## config.mk

```make
export PLATFORM = sky130hd
export DESIGN_NAME = ram_burst_master
export DESIGN_NICKNAME = d
export VERILOG_FILES = /design/src/rtl/ram_burst_pkg.sv /design/src/rtl/ram_burst_rdfifo.sv /design/src/rtl/ram_burst_master.sv
export SDC_FILE = /design/constraint.sdc
export NUM_CORES = 1
export LEC_CHECK = 0
export ABC_AREA = 1
export CAP_MARGIN = 20
export CORE_MARGIN = 2
export CORE_UTILIZATION = 26
export CTS_CLUSTER_DIAMETER = 40
export DETAILED_ROUTE_END_ITERATION = 7
export PLACE_DENSITY_LB_ADDON = 0.15
export SYNTH_ARGS = -nofsm -noshare
export SYNTH_HDL_FRONTEND = slang
export SYNTH_SLANG_ARGS = --single-unit
```

## constraint.sdc

```tcl
create_clock -name clock -period 5 [get_ports clock]
set_clock_uncertainty 0.05 [all_clocks]
set_input_delay 0.5 -clock clock [delete_from_list [all_inputs] [get_ports clock]]
set_output_delay 0.5 -clock clock [all_outputs]
set_load 0.1 [all_outputs]
```

## src/rtl/ram_burst_pkg.sv

```systemverilog
// Shared types and constants for the RAM burst master and its read FIFO.
package ram_burst_pkg;

  typedef enum logic [1:0] {
    IDLE   = 2'd0,
    WRITE  = 2'd1,
    READ   = 2'd2,
    RFLUSH = 2'd3
  } state_e;

  localparam int RD_FIFO_DEPTH = 2;
  localparam int RD_CNT_W      = $clog2(RD_FIFO_DEPTH + 1);

  localparam int DEF_WORDSIZE  = 8;
  localparam int DEF_ADDRSIZE  = 9;
  localparam int DEF_WORDCOUNT = 512;
  localparam int DEF_LENBITS   = 4;

endpackage

```

## src/rtl/ram_burst_rdfifo.sv

```systemverilog
// Two-entry FIFO holding {last, data} read beats; occupancy is exported for read credits.
module ram_burst_rdfifo
  import ram_burst_pkg::*;
#(
  parameter int W = DEF_WORDSIZE + 1
) (
  input  logic                clock,
  input  logic                resetn,
  input  logic                push,
  input  logic [W-1:0]        push_data,
  input  logic                pop,
  output logic [W-1:0]        head_data,
  output logic                empty,
  output logic [RD_CNT_W-1:0] count
);

  logic [W-1:0]        mem_q [RD_FIFO_DEPTH];
  logic [W-1:0]        mem_d [RD_FIFO_DEPTH];
  logic                wr_ptr_q, wr_ptr_d;
  logic                rd_ptr_q, rd_ptr_d;
  logic [RD_CNT_W-1:0] count_q, count_d;
  logic                do_push, do_pop;

  always_comb begin
    do_pop   = pop && (count_q != '0);
    do_push  = push && ((count_q != RD_CNT_W'(RD_FIFO_DEPTH)) || do_pop);
    mem_d    = mem_q;
    wr_ptr_d = wr_ptr_q;
    rd_ptr_d = rd_ptr_q;
    count_d  = count_q;
    if (do_push) begin
      mem_d[wr_ptr_q] = push_data;
      wr_ptr_d        = ~wr_ptr_q;
    end
    if (do_pop) begin
      rd_ptr_d = ~rd_ptr_q;
    end
    case ({do_push, do_pop})
      2'b10:   count_d = count_q + RD_CNT_W'(1);
      2'b01:   count_d = count_q - RD_CNT_W'(1);
      default: count_d = count_q;
    endcase
  end

  // Storage is data only; pointers and count flush on reset.
  always_ff @(posedge clock) begin
    mem_q <= mem_d;
  end

  always_ff @(posedge clock or negedge resetn) begin
    if (!resetn) begin
      wr_ptr_q <= 1'b0;
      rd_ptr_q <= 1'b0;
      count_q  <= '0;
    end else begin
      wr_ptr_q <= wr_ptr_d;
      rd_ptr_q <= rd_ptr_d;
      count_q  <= count_d;
    end
  end

  assign head_data = mem_q[rd_ptr_q];
  assign empty     = (count_q == '0);
  assign count     = count_q;

endmodule

```

## src/rtl/ram_burst_master.sv

```systemverilog
// Burst initiator for one port of the negedge-clocked dual-port RAM.
// Define RAM_BURST_BOUNDS_CHECK_EN to reject bursts past wordcount with cmd_err instead of wrapping.
module ram_burst_master
  import ram_burst_pkg::*;
#(
  parameter int wordsize  = DEF_WORDSIZE,
  parameter int addrsize  = DEF_ADDRSIZE,
  parameter int wordcount = DEF_WORDCOUNT,
  parameter int lenbits   = DEF_LENBITS
) (
  input  logic                clock,
  input  logic                resetn,
  input  logic                cmd_valid,
  output logic                cmd_ready,
  input  logic                cmd_write,
  input  logic [addrsize-1:0] cmd_addr,
  input  logic [lenbits-1:0]  cmd_len,
  output logic                cmd_err,
  input  logic                wd_valid,
  output logic                wd_ready,
  input  logic [wordsize-1:0] wd_data,
  output logic                rd_valid,
  input  logic                rd_ready,
  output logic [wordsize-1:0] rd_data,
  output logic                rd_last,
  output logic                busy,
  output logic [addrsize-1:0] ram_addr,
  output logic                ram_wEn,
  output logic [wordsize-1:0] ram_wDat,
  output logic                ram_rEn,
  input  logic [wordsize-1:0] ram_rDat
);

`ifdef RAM_BURST_BOUNDS_CHECK_EN
  localparam bit BoundsEn = 1'b1;
`else
  localparam bit BoundsEn = 1'b0;
`endif

  state_e              state_q, state_d;
  logic [addrsize-1:0] addr_q, addr_d;
  logic [lenbits:0]    remain_q, remain_d;
  logic                cmd_ready_q, cmd_ready_d;
  logic                cmd_err_q, cmd_err_d;
  logic [addrsize-1:0] ram_addr_q, ram_addr_d;
  logic [wordsize-1:0] ram_wdat_q, ram_wdat_d;
  logic                ram_wen_q, ram_wen_d;
  logic                ram_ren_q, ram_ren_d;
  logic                ren_last_q, ren_last_d;

  logic                cmd_fire;
  logic                cmd_oob;
  logic [31:0]         cmd_end;
  logic                last_beat;
  logic                rd_pop;
  logic                credit_ok;
  logic [2:0]          occ_sum;
  logic                fifo_empty;
  logic [RD_CNT_W-1:0] fifo_count;
  logic [wordsize:0]   fifo_head;

  ram_burst_rdfifo #(
    .W(wordsize + 1)
  ) u_rdfifo (
    .clock     (clock),
    .resetn    (resetn),
    .push      (ram_ren_q),
    .push_data ({ren_last_q, ram_rDat}),
    .pop       (rd_pop),
    .head_data (fifo_head),
    .empty     (fifo_empty),
    .count     (fifo_count)
  );

  assign rd_pop = !fifo_empty && rd_ready;

  // Credits: a new read may only be issued if its data is guaranteed a FIFO slot,
  // counting the read already on the RAM port and the beat leaving this cycle.
  always_comb begin
    occ_sum   = 3'(fifo_count) + {2'b00, ram_ren_q};
    credit_ok = occ_sum < (3'(RD_FIFO_DEPTH) + {2'b00, rd_pop});
  end

  always_comb begin
    cmd_fire  = cmd_valid && cmd_ready_q;
    cmd_end   = 32'(cmd_addr) + 32'(cmd_len) + 32'd1;
    cmd_oob   = BoundsEn && (cmd_end > 32'(wordcount));
    last_beat = (remain_q == (lenbits + 1)'(1));
  end

  always_comb begin
    state_d    = state_q;
    addr_d     = addr_q;
    remain_d   = remain_q;
    cmd_err_d  = 1'b0;
    ram_addr_d = ram_addr_q;
    ram_wdat_d = ram_wdat_q;
    ram_wen_d  = 1'b0;
    ram_ren_d  = 1'b0;
    ren_last_d = 1'b0;
    wd_ready   = 1'b0;
    case (state_q)
      IDLE: begin
        if (cmd_fire) begin
          if (cmd_oob) begin
            cmd_err_d = 1'b1;
          end else begin
            addr_d   = cmd_addr;
            remain_d = {1'b0, cmd_len} + (lenbits + 1)'(1);
            state_d  = cmd_write ? WRITE : READ;
          end
        end
      end
      WRITE: begin
        wd_ready = 1'b1;
        if (wd_valid) begin
          ram_addr_d = addr_q;
          ram_wdat_d = wd_data;
          ram_wen_d  = 1'b1;
          addr_d     = addr_q + addrsize'(1);
          remain_d   = remain_q - (lenbits + 1)'(1);
          if (last_beat) state_d = IDLE;
        end
      end
      READ: begin
        if (credit_ok) begin
          ram_addr_d = addr_q;
          ram_ren_d  = 1'b1;
          ren_last_d = last_beat;
          addr_d     = addr_q + addrsize'(1);
          remain_d   = remain_q - (lenbits + 1)'(1);
          if (last_beat) state_d = RFLUSH;
        end
      end
      RFLUSH: begin
        if (fifo_empty && !ram_ren_q) state_d = IDLE;
      end
      default: state_d = IDLE;
    endcase
    cmd_ready_d = (state_d == IDLE);
  end

  always_ff @(posedge clock or negedge resetn) begin
    if (!resetn) begin
      state_q     <= IDLE;
      addr_q      <= '0;
      remain_q    <= '0;
      cmd_ready_q <= 1'b0;
      cmd_err_q   <= 1'b0;
      ram_addr_q  <= '0;
      ram_wdat_q  <= '0;
      ram_wen_q   <= 1'b0;
      ram_ren_q   <= 1'b0;
      ren_last_q  <= 1'b0;
    end else begin
      state_q     <= state_d;
      addr_q      <= addr_d;
      remain_q    <= remain_d;
      cmd_ready_q <= cmd_ready_d;
      cmd_err_q   <= cmd_err_d;
      ram_addr_q  <= ram_addr_d;
      ram_wdat_q  <= ram_wdat_d;
      ram_wen_q   <= ram_wen_d;
      ram_ren_q   <= ram_ren_d;
      ren_last_q  <= ren_last_d;
    end
  end

  assign cmd_ready = cmd_ready_q;
  assign cmd_err   = cmd_err_q;
  assign busy      = (state_q != IDLE);
  assign ram_addr  = ram_addr_q;
  assign ram_wDat  = ram_wdat_q;
  assign ram_wEn   = ram_wen_q;
  assign ram_rEn   = ram_ren_q;
  assign rd_valid  = !fifo_empty;
  assign rd_data   = fifo_empty ? '0 : fifo_head[wordsize-1:0];
  assign rd_last   = !fifo_empty && fifo_head[wordsize];

endmodule

```

==> results_dict.tcl <==
set metrics [dict create \
    grt_pass1_wl_mm 11.6 \
    crit_path_max_fanout 11 \
    grt_pass1_vias 2338 \
    dr.pass1.iters 5 \
    period_share_pct 60.7 \
    holdWs_ns 0.0259 \
    start_util_pct 26.4 \
    max_freq_ghz 0.330 \
    slew_headroom_pct 32.7 \
    worst-endpoint-required_ns 4.45 \
    detail-route-antenna-nets 0 \
    syn_nets 398 \
    vias 2426 \
    drcViolationCount 0 \
    cts_root_buf "clkbuf_16" \
    finalNetCount 467 \
    vias_per_cell 4.26 \
    die_x_microns 111 \
    cts.htree.levels 3 \
    ys_warn_count 0 \
    area_delta_synth_final_pct 36.1 \
    clock_latency_ns 0.32 \
    drv_slew 0 \
    synthFlopType "dfrtp_1" \
    clock-sinks 59 \
    numPortBuffers 66 \
    cts_resized 0 \
    antenna_found_initial 0 \
    pin_count 68 \
    dpl.hpwl_mm 4.91 \
    synth_top_cell_by_area "dfrtp_1" \
    holdBufCountCts 0 \
    synth_most_common_cell "nand2_1" \
    crit_type "reg2out" \
    tightest_slew_ns 1.01 \
    netlist.area_leader.share_pct 34.2 \
    cts_setup_buffers 0 \
    overflow 0 \
    rsz0062_at_grt "no" \
    setup_viol 0 \
    grt_usage_pct 11.6 \
    die_y_microns 111 \
    numCtsBuffers 9 \
    ff2ff_path_depth 6 \
    clk_transition_reported_paths_ns 0.05 \
    crit_path_end_kind "output port" \
    synthDistinctLibCells 29 \
    place.gp.congestion 0.787 \
    min_period_ns 3.03 \
    syn_avg_cell_area_sq_um 8.53 \
    wl_per_cell_microns 12.0 \
    syn_area_sq_um 3000 \
    ys_async_sr_fraction_pct 69.5 \
    hp-class "in2async" \
    drt_wl_total_mm 6.84 \
    setup_tns_ns 0 \
    ys_top_cells_by_area "dfrtp_1 34%, edfxtp_1 18%, nand2_1 17%, nand3_1 5.0%, ha_1 4.6%" \
    maxCapViolCount 0 \
    synth_seq_area_share_pct 52.1 \
    grt_max_degree 42 \
    startpoint_type "flip-flop" \
    clockBufferDepth 2 \
    status "finished clean" \
    worst_ep_arrival_time_ns 2.48 \
    n_antenna_cell 0 \
    first_iter_violations 144 \
    cts_tree "yes" \
    drive_gt1_share_pct 7.75 \
    die_area_sq_um 12400 \
    syn_inst 352 \
    synth_edf_count 18 \
    hold_viol 0 \
    synth_commonest_cells "137 x nand2_1, 41 x dfrtp_1, 30 x inv_1, 30 x nand3_1, 20 x nor2_1" \
    synth-seq-cells 59 \
    rows 39 \
    coreArea_sq_um 11400 \
]
## metal layers
layer	part of all wire, %	track usage [%]	vias to the layer above	routed length (microns)
met5	0	0	-	0
met4	1.9	5.68	0	130
met3	3.4	2.67	10	230
met2	43	16.7	49	2910
met1	52	16.5	1104	3570
li1	-	-	1263	-
## worst max-delay path, stage by stage (launching register included)
cell             delay [ns]
dfrtp_1                0.45
nor2_1                 0.60
a21oi_1                0.10
clkdlybuf4s50_1        1.00
## stage by stage
stage               instances  setup WS [ns]  utilization (%)  cell area [sq um]
finish                    569           1.97             36.0               4090
global route              569           1.84             36.0               4090
CTS                       568           1.95             35.8               4070
detailed placement        552           2.30             33.2               3770
global placement          552           2.36             33.2               3770
floorplan                 352           2.27                -               3000
## final timing paths
kind | startpoint | end | slack, ns
setup / recovery | u_rdfifo.count[0] | rd_data[3] | 1.97
min in group clock | ren_last_q | u_rdfifo.mem_q[8] | 0.42
setup reg to reg | u_rdfifo.count[0] | u_rdfifo.count[1] | 2.87
hold / removal | resetn | ram_addr[7] | 0.03
hold reg to reg | ren_last_q | u_rdfifo.mem_q[8] | 0.42
max in group asynchronous | resetn | remain_q[3] | 4.39
## registers in the layout, summed over array words and instances (netlist names)
register,cells
addr_q,9
cmd_ready,1
ram_addr,9
ram_rEn,1
ram_wDat,8
ram_wEn,1
remain_q,5
ren_last_q,1
state_q,2
u_rdfifo.count,2
u_rdfifo.mem_q,18
u_rdfifo.rd_ptr_q,1
u_rdfifo.wr_ptr_q,1
## cells by family (layout without fill, tap and decap cells)
family	count (synthesis)	after routing	synth area share (%)
other cells	1	1	0.125
buf+inv	42	116	6.33
flops	59	59	52.1
simple gates	199	199	28.2
xor+xnor	7	7	2.04
fa+ha+maj	11	11	4.58
compound gates	33	33	6.54
## cell usage in the layout, fill, tap and decap left out, drive strengths merged, types with 5 or more instances in the layout
| cell type | netlist | routed |
|---|---|---|
| xor2 | 5 | 5 |
| clkinv | 2 | 5 |
| clkdlybuf4s50 | 0 | 65 |
| a21oi | 11 | 11 |
| clkbuf | 2 | 11 |
| nand2 | 144 | 144 |
| nand3 | 32 | 32 |
| o21ai | 18 | 18 |
| dfrtp | 41 | 41 |
| ha | 11 | 11 |
| edfxtp | 18 | 18 |
| nor2 | 20 | 20 |
| inv | 31 | 31 |
## cell type report
class | count | area [sq um]
Inverter | 33 | 124
Sequential cell | 59 | 1570
Clock buffer | 11 | 243
Multi-Input combinational cell | 251 | 1250
Fill cell | 1200 | 7280
Tap cell | 143 | 179
Clock inverter | 5 | 52.6
Timing Repair Buffer | 67 | 676
Power is left out: the tool's default activity adds up to more than one toggle a clock period on the data nets, which glitch-free logic cannot reach.
